==> src/rtl/rv32e_alu_arbiter_if.sv <==
// Purpose: bundle of both requester channels and the ALU drive/return for rv32e_alu_arbiter.
// Latency: none (wiring only).
// Backpressure: reqN_ready and rspN_ready carry the valid/ready flow control for each requester.
//
// Ports (signals):
//   reqN_valid/ready/op/a/b/tag   request channel N (N = 0, 1)
//   rspN_valid/ready/result/flags/tag   response channel N, flags = {overflow, negative, zero}
//   alu_op/a/b                    operands towards the external combinational ALU
//   alu_result/zero/negative/overflow   results back from the ALU
// Modports: slave = arbiter side, master = requesters + ALU side.
interface rv32e_alu_arbiter_if #(
    parameter int TAG_W = 2
);
    logic             req0_valid;
    logic             req0_ready;
    logic [3:0]       req0_op;
    logic [31:0]      req0_a;
    logic [31:0]      req0_b;
    logic [TAG_W-1:0] req0_tag;

    logic             req1_valid;
    logic             req1_ready;
    logic [3:0]       req1_op;
    logic [31:0]      req1_a;
    logic [31:0]      req1_b;
    logic [TAG_W-1:0] req1_tag;

    logic             rsp0_valid;
    logic             rsp0_ready;
    logic [31:0]      rsp0_result;
    logic [2:0]       rsp0_flags;
    logic [TAG_W-1:0] rsp0_tag;

    logic             rsp1_valid;
    logic             rsp1_ready;
    logic [31:0]      rsp1_result;
    logic [2:0]       rsp1_flags;
    logic [TAG_W-1:0] rsp1_tag;

    logic [3:0]       alu_op;
    logic [31:0]      alu_a;
    logic [31:0]      alu_b;
    logic [31:0]      alu_result;
    logic             alu_zero;
    logic             alu_negative;
    logic             alu_overflow;

    modport slave (
        input  req0_valid, req0_op, req0_a, req0_b, req0_tag,
        output req0_ready,
        input  req1_valid, req1_op, req1_a, req1_b, req1_tag,
        output req1_ready,
        output rsp0_valid, rsp0_result, rsp0_flags, rsp0_tag,
        input  rsp0_ready,
        output rsp1_valid, rsp1_result, rsp1_flags, rsp1_tag,
        input  rsp1_ready,
        output alu_op, alu_a, alu_b,
        input  alu_result, alu_zero, alu_negative, alu_overflow
    );

    modport master (
        output req0_valid, req0_op, req0_a, req0_b, req0_tag,
        input  req0_ready,
        output req1_valid, req1_op, req1_a, req1_b, req1_tag,
        input  req1_ready,
        input  rsp0_valid, rsp0_result, rsp0_flags, rsp0_tag,
        output rsp0_ready,
        input  rsp1_valid, rsp1_result, rsp1_flags, rsp1_tag,
        output rsp1_ready,
        input  alu_op, alu_a, alu_b,
        output alu_result, alu_zero, alu_negative, alu_overflow
    );
endinterface

==> src/rtl/rv32e_alu_arbiter.sv <==
// Purpose: shares one combinational RV32E ALU between execute (req 0) and AGU/aux (req 1), round-robin.
// Latency: 1 cycle, request accepted at edge k -> response slot valid after edge k.
// Backpressure: a full response slot that is not being popped blocks its own requester only.
//
// Ports:
//   clk   clock, all state on rising edge
//   rst   synchronous active-high reset
//   bus   rv32e_alu_arbiter_if.slave: two req/rsp valid-ready channel pairs plus ALU drive/return
// Option macro ALU_ARB_FIXED_PRIO_EN: requester 0 always wins ties, no last_grant state
// (requester 1 can starve). Undefined: round-robin on ties.
module rv32e_alu_arbiter #(
    parameter int TAG_W = 2
) (
    input  logic                     clk,
    input  logic                     rst,
    rv32e_alu_arbiter_if.slave       bus
);

    typedef struct packed {
        logic [3:0]       op;
        logic [31:0]      a;
        logic [31:0]      b;
        logic [TAG_W-1:0] tag;
    } req_t;

    typedef struct packed {
        logic [31:0]      result;
        logic [2:0]       flags;    // {overflow, negative, zero}
        logic [TAG_W-1:0] tag;
    } slot_t;

    req_t        req [2];
    logic [1:0]  req_valid;
    logic [1:0]  rsp_ready;
    logic [1:0]  elig;
    logic [1:0]  grant;
    req_t        win;
    logic [2:0]  alu_flags;

    logic [1:0]  slot_vld;
    slot_t       slot [2];

    // ------------------------------------------------------------------
    // Request side gathering
    // ------------------------------------------------------------------
    assign req[0]       = '{bus.req0_op, bus.req0_a, bus.req0_b, bus.req0_tag};
    assign req[1]       = '{bus.req1_op, bus.req1_a, bus.req1_b, bus.req1_tag};
    assign req_valid    = {bus.req1_valid, bus.req0_valid};
    assign rsp_ready    = {bus.rsp1_ready, bus.rsp0_ready};

    // A requester may only win if its slot is free now or is being popped
    // this cycle. Reset gates eligibility so nothing is accepted while rst=1.
    always_comb begin
        elig = '0;
        for (int i = 0; i < 2; i++) begin
            elig[i] = !rst && req_valid[i] && (!slot_vld[i] || rsp_ready[i]);
        end
    end

    // ------------------------------------------------------------------
    // Grant
    // ------------------------------------------------------------------
`ifdef ALU_ARB_FIXED_PRIO_EN
    assign grant[0] = elig[0];
    assign grant[1] = elig[1] && !elig[0];
`else
    // last_grant names the most recent winner; on a tie the other one wins.
    // Resets to 1 so requester 0 takes the first tie.
    logic last_grant;

    assign grant[0] = elig[0] && (!elig[1] || last_grant);
    assign grant[1] = elig[1] && (!elig[0] || !last_grant);

    always_ff @(posedge clk) begin
        if (rst) begin
            last_grant <= 1'b1;
        end else if (grant[0]) begin
            last_grant <= 1'b0;
        end else if (grant[1]) begin
            last_grant <= 1'b1;
        end
    end
`endif

    assign bus.req0_ready = grant[0];
    assign bus.req1_ready = grant[1];

    // ------------------------------------------------------------------
    // ALU drive: winner's operands, otherwise an idle ADD 0+0
    // ------------------------------------------------------------------
    always_comb begin
        win = '0;
        if (grant[0]) begin
            win = req[0];
        end else if (grant[1]) begin
            win = req[1];
        end
    end

    assign bus.alu_op = win.op;
    assign bus.alu_a  = win.a;
    assign bus.alu_b  = win.b;

    assign alu_flags  = {bus.alu_overflow, bus.alu_negative, bus.alu_zero};

    // ------------------------------------------------------------------
    // Response slots. An accept takes precedence over a pop on the same
    // slot, so a simultaneous pop+accept keeps the slot valid with new data.
    // Data is left stale on a plain pop.
    // ------------------------------------------------------------------
    always_ff @(posedge clk) begin
        if (rst) begin
            slot_vld <= '0;
            for (int i = 0; i < 2; i++) begin
                slot[i] <= '0;
            end
        end else begin
            for (int i = 0; i < 2; i++) begin
                if (grant[i]) begin
                    slot_vld[i] <= 1'b1;
                    slot[i]     <= slot_t'{bus.alu_result, alu_flags, win.tag};
                end else if (rsp_ready[i]) begin
                    slot_vld[i] <= 1'b0;
                end
            end
        end
    end

    assign bus.rsp0_valid  = slot_vld[0];
    assign bus.rsp0_result = slot[0].result;
    assign bus.rsp0_flags  = slot[0].flags;
    assign bus.rsp0_tag    = slot[0].tag;

    assign bus.rsp1_valid  = slot_vld[1];
    assign bus.rsp1_result = slot[1].result;
    assign bus.rsp1_flags  = slot[1].flags;
    assign bus.rsp1_tag    = slot[1].tag;

    // At most one winner per cycle.
    a_onehot_grant: assert property (@(posedge clk) $onehot0(grant));

endmodule
==> src/flat_wrapper.sv <==
// flat-port wrapper written by rule: the top's interface ports become plain ports
module rv32e_alu_arbiter_flat 
#(
    parameter int TAG_W = 2
)
  (clk, rst, bus_req0_valid, bus_req0_op, bus_req0_a, bus_req0_b, bus_req0_tag, bus_req0_ready, bus_req1_valid, bus_req1_op, bus_req1_a, bus_req1_b, bus_req1_tag, bus_req1_ready, bus_rsp0_valid, bus_rsp0_result, bus_rsp0_flags, bus_rsp0_tag, bus_rsp0_ready, bus_rsp1_valid, bus_rsp1_result, bus_rsp1_flags, bus_rsp1_tag, bus_rsp1_ready, bus_alu_op, bus_alu_a, bus_alu_b, bus_alu_result, bus_alu_zero, bus_alu_negative, bus_alu_overflow);
  rv32e_alu_arbiter_if #(.TAG_W(TAG_W)) bus_i ();
  input  logic clk;
  input  logic rst;
  input wire logic [$bits(bus_i.req0_valid)-1:0] bus_req0_valid;
  input wire logic [$bits(bus_i.req0_op)-1:0] bus_req0_op;
  input wire logic [$bits(bus_i.req0_a)-1:0] bus_req0_a;
  input wire logic [$bits(bus_i.req0_b)-1:0] bus_req0_b;
  input wire logic [$bits(bus_i.req0_tag)-1:0] bus_req0_tag;
  output wire logic [$bits(bus_i.req0_ready)-1:0] bus_req0_ready;
  input wire logic [$bits(bus_i.req1_valid)-1:0] bus_req1_valid;
  input wire logic [$bits(bus_i.req1_op)-1:0] bus_req1_op;
  input wire logic [$bits(bus_i.req1_a)-1:0] bus_req1_a;
  input wire logic [$bits(bus_i.req1_b)-1:0] bus_req1_b;
  input wire logic [$bits(bus_i.req1_tag)-1:0] bus_req1_tag;
  output wire logic [$bits(bus_i.req1_ready)-1:0] bus_req1_ready;
  output wire logic [$bits(bus_i.rsp0_valid)-1:0] bus_rsp0_valid;
  output wire logic [$bits(bus_i.rsp0_result)-1:0] bus_rsp0_result;
  output wire logic [$bits(bus_i.rsp0_flags)-1:0] bus_rsp0_flags;
  output wire logic [$bits(bus_i.rsp0_tag)-1:0] bus_rsp0_tag;
  input wire logic [$bits(bus_i.rsp0_ready)-1:0] bus_rsp0_ready;
  output wire logic [$bits(bus_i.rsp1_valid)-1:0] bus_rsp1_valid;
  output wire logic [$bits(bus_i.rsp1_result)-1:0] bus_rsp1_result;
  output wire logic [$bits(bus_i.rsp1_flags)-1:0] bus_rsp1_flags;
  output wire logic [$bits(bus_i.rsp1_tag)-1:0] bus_rsp1_tag;
  input wire logic [$bits(bus_i.rsp1_ready)-1:0] bus_rsp1_ready;
  output wire logic [$bits(bus_i.alu_op)-1:0] bus_alu_op;
  output wire logic [$bits(bus_i.alu_a)-1:0] bus_alu_a;
  output wire logic [$bits(bus_i.alu_b)-1:0] bus_alu_b;
  input wire logic [$bits(bus_i.alu_result)-1:0] bus_alu_result;
  input wire logic [$bits(bus_i.alu_zero)-1:0] bus_alu_zero;
  input wire logic [$bits(bus_i.alu_negative)-1:0] bus_alu_negative;
  input wire logic [$bits(bus_i.alu_overflow)-1:0] bus_alu_overflow;
  assign bus_i.req0_valid = bus_req0_valid;
  assign bus_i.req0_op = bus_req0_op;
  assign bus_i.req0_a = bus_req0_a;
  assign bus_i.req0_b = bus_req0_b;
  assign bus_i.req0_tag = bus_req0_tag;
  assign bus_req0_ready = bus_i.req0_ready;
  assign bus_i.req1_valid = bus_req1_valid;
  assign bus_i.req1_op = bus_req1_op;
  assign bus_i.req1_a = bus_req1_a;
  assign bus_i.req1_b = bus_req1_b;
  assign bus_i.req1_tag = bus_req1_tag;
  assign bus_req1_ready = bus_i.req1_ready;
  assign bus_rsp0_valid = bus_i.rsp0_valid;
  assign bus_rsp0_result = bus_i.rsp0_result;
  assign bus_rsp0_flags = bus_i.rsp0_flags;
  assign bus_rsp0_tag = bus_i.rsp0_tag;
  assign bus_i.rsp0_ready = bus_rsp0_ready;
  assign bus_rsp1_valid = bus_i.rsp1_valid;
  assign bus_rsp1_result = bus_i.rsp1_result;
  assign bus_rsp1_flags = bus_i.rsp1_flags;
  assign bus_rsp1_tag = bus_i.rsp1_tag;
  assign bus_i.rsp1_ready = bus_rsp1_ready;
  assign bus_alu_op = bus_i.alu_op;
  assign bus_alu_a = bus_i.alu_a;
  assign bus_alu_b = bus_i.alu_b;
  assign bus_i.alu_result = bus_alu_result;
  assign bus_i.alu_zero = bus_alu_zero;
  assign bus_i.alu_negative = bus_alu_negative;
  assign bus_i.alu_overflow = bus_alu_overflow;
  rv32e_alu_arbiter #(.TAG_W(TAG_W)) u_core (.clk(clk), .rst(rst), .bus(bus_i));
endmodule
==> config.mk <==
export PLATFORM = sky130hd
export DESIGN_NAME = rv32e_alu_arbiter_flat
export DESIGN_NICKNAME = d
export VERILOG_FILES = /design/src/rtl/rv32e_alu_arbiter_if.sv /design/src/rtl/rv32e_alu_arbiter.sv /design/src/flat_wrapper.sv
export SDC_FILE = /design/constraint.sdc
export NUM_CORES = 1
export LEC_CHECK = 0
export CORE_AREA = 2 2 128 130
export DETAILED_ROUTE_END_ITERATION = 8
export DIE_AREA = 0 0 130 132
export PLACE_DENSITY_LB_ADDON = 0.3
export SLEW_MARGIN = 25
export SYNTH_ARGS = -nofsm -noshare
export SYNTH_HDL_FRONTEND = slang
export SYNTH_SLANG_ARGS = --single-unit
==> constraint.sdc <==
create_clock -name clk -period 4 [get_ports clk]
set_input_delay 0.8 -clock clk [delete_from_list [all_inputs] [get_ports clk]]
set_output_delay 0.8 -clock clk [all_outputs]
set_load 0.1 [all_outputs]
==> results of run 1 <==
-- cells in the final DEF (no fill, tap or decap), drive strengths merged, types with 3 or more instances in the layout --
cell / instances
clkbuf: 9
inv: 71
dfxtp: 3
clkdlybuf4s50: 255
a21oi: 3
o32ai: 70
nand2b: 75
buf: 79
clkinvlp: 3
nor2: 3
nor3b: 35
edfxtp: 74
-- kinds of logic after synthesis --
logic type             count (synthesis)
AOI/OAI and AO/OA                     79
DFF                                   77
buffers and inverters                107
and+or+nand+nor                      116
-- power groups by stage --
stage	logic, mW	clock network [mW]	registers, mW
detailed placement	1.68	0	1.01
global placement	1.67	0	1.01
CTS	1.68	0.725	0.992
global route	1.72	0.760	0.997
floorplan	0.558	0	1.52
finish	1.67	0.709	0.991
-- critical path, stage by stage --
cell,delay [ps]
clkdlybuf4s50_1,480
nand2b_1,250
o211ai_4,170
buf_4,290
o32ai_1,520
buf_12,250
-- path summary, 6_finish.rpt --
path | from | end | slack [ps] | cells after the start
worst max-delay path | bus_rsp1_ready | bus_alu_b[5] | 440 | 6
worst min-delay path | u_core.last_grant | u_core.last_grant | 570 | 2
worst max register to register | u_core.last_grant | u_core.slot[0][30] | 1980 | 3
worst min register to register | u_core.last_grant | u_core.last_grant | 570 | 2
-- per-stage QoR --
stage | TNS, ps | setup WS, ps | utilization [%]
6_report | 0 | 436 | 54.8
5_1_grt | 0 | 344 | 54.8
4_1_cts | 0 | 441 | 54.8
3_5_place_dp | 0 | 454 | 53.1
3_3_place_gp | 0 | 578 | 53.1
2_1_floorplan | -47720 | -704 | -
-- layer usage --
metal  up-vias  wire [microns]  global-route usage [%]
met2       218            8500                    33.1
met5         -               0                       0
met1      1967            6500                    21.2
met4         0             293                    5.02
li1       1991               -                       -
met3        16            1550                    5.84
-- state kept, by name, summed over array words and instances (netlist names) --
signal / flops
u_core.last_grant: 1
u_core.slot_vld: 2
u_core.slot: 74
-- final cells by class --
cell class / instances / area share (%)
Timing Repair Buffer: 334 / 47.2
Sequential cell: 77 / 26.5
Multi-Input combinational cell: 195 / 17.0
Tap cell: 216 / 3.14
Inverter: 70 / 3.05
Clock buffer: 9 / 2.61
Clock inverter: 6 / 0.465
Antenna cell: 2 / 0.0581
==> out/metrics.yaml, run 1 <==
outcome: "finished clean"
final_area_sq_um: 8610
fp.dieH_microns: 132
synth_edf_count: 74
netSwitchingPower_mw: 1.46
synthMuxAreaShare_pct: 0
synth.distinct_cells: 16
crit_arrival_ps: 2760
crit_path_end_kind: "output pin"
post-cts-setup-buffer-count: 0
startpoint_type: "primary input"
cts_hold_buf: 0
fillers: 1319
maxCapViolations: 0
start_util_pct: 26.4
synthToLayoutAreaGrowth_pct: 108
clkPwrFrac_pct: 21.0
synthFlopType: "edfxtp_1"
wl_per_cell_microns: 18.5
antenna_found_initial: 2
synth_top_family_by_area: "simple AND/OR/NAND/NOR gates"
netlist.area_leader.share_pct: 53.5
globalRouteOverflowTotal: 0
total_power_mw: 3.37
synth_most_common_cell: "nand2b_1"
vias: 4192
worstSkewPairLatency_ps: 320
cts.clk_slew.worst_paths_ps: 60
postCtsResizedCells: 0
row_count: 46
syn_nets: 560
critPathMaxFanout: 36
synth_commonest_cells: "nand2b_1, edfxtp_1, inv_1, o32ai_1, nor3b_1"
portBuffers: 326
grt_pass1_wl_microns: 24200
p_sw_share_pct: 43.3
yosysWarningCount: 0
netlist_instances: 379
power.leakage_nw: 3.27
finalMaxSlewViolations: 0
cts_tree: "built"
grt_pass1_vias: 4254
wl_microns: 16800
synth_seq_cells: 77
io_pins: 327
ir_worst_vdd_v: 0.000180
critical_path_class: "primary input to output pin"
final_layout_size_suffix_gt1_share_pct: 14.2
stdcell_count: 909
worst_slew_pin_slew_ps: 1010
yosysTopAreaCell: "edfxtp_1"
dp_hpwl_microns: 13400
finalSetupViolCount: 0
synthSimpleGateAreaFrac_pct: 18.3
postRouteAntennaNets: 0
final_nets: 868
clock-sinks: 77
synthXorXnorAreaFrac_pct: 0
root_buffer: "clkbuf_16"
core_region_area_sq_um: 15700
hold_class: "flip-flop to flip-flop"
grt_usage_pct: 18.6
dp.cells: 892
fin_crit_ps: 3560
cp.required_ps: 3200
first_iter_violations: 184
viasPerCell: 4.61
cts_buffers: 9
avgSynthCellArea_sq_um: 11.0
dr.pass1.iters: 4
synth_area_sq_um: 4150
clock.fmax_ghz: 0.281
intPower_mw: 1.91
ff_latch_area_sq_um: 2280
comb_power_share_pct: 49.6
slew_headroom_pct: 32.1
power_density_nw_per_um2: 391
grt_start_max_net_pins: 149
gp_congestion: 0.905
place_area_sq_um: 8340
multi_input_area_sq_um: 1470
seq_power_share_pct: 29.4
cts_buffer_depth: 2
rsz0062_at_grt: "false"
synth_fa_ha_area_share_pct: 0
die_area_sq_um: 17200
synthArstFlopShare_pct: 0
die_width_microns: 130
ys_seq_area_share_pct: 55.0
h-tree-depth: 3
skew_ps: 5.41
synth_area_leaders: "edfxtp_1, o32ai_1, nand2b_1"
drc: 0
hold_viol_final: 0
synth_compound_area_share_pct: 16.5
holdWs_ps: 570
fin_crit_sh_pct: 89.1
No activity file was read; power rests on OpenSTA's default activity.
==> run 2, diff against run 1 <==
- SETUP_SLACK_MARGIN: default -> 0.15
==> results of run 2 <==
No change in the layout: final DEF, timing and power equal those of run 1.
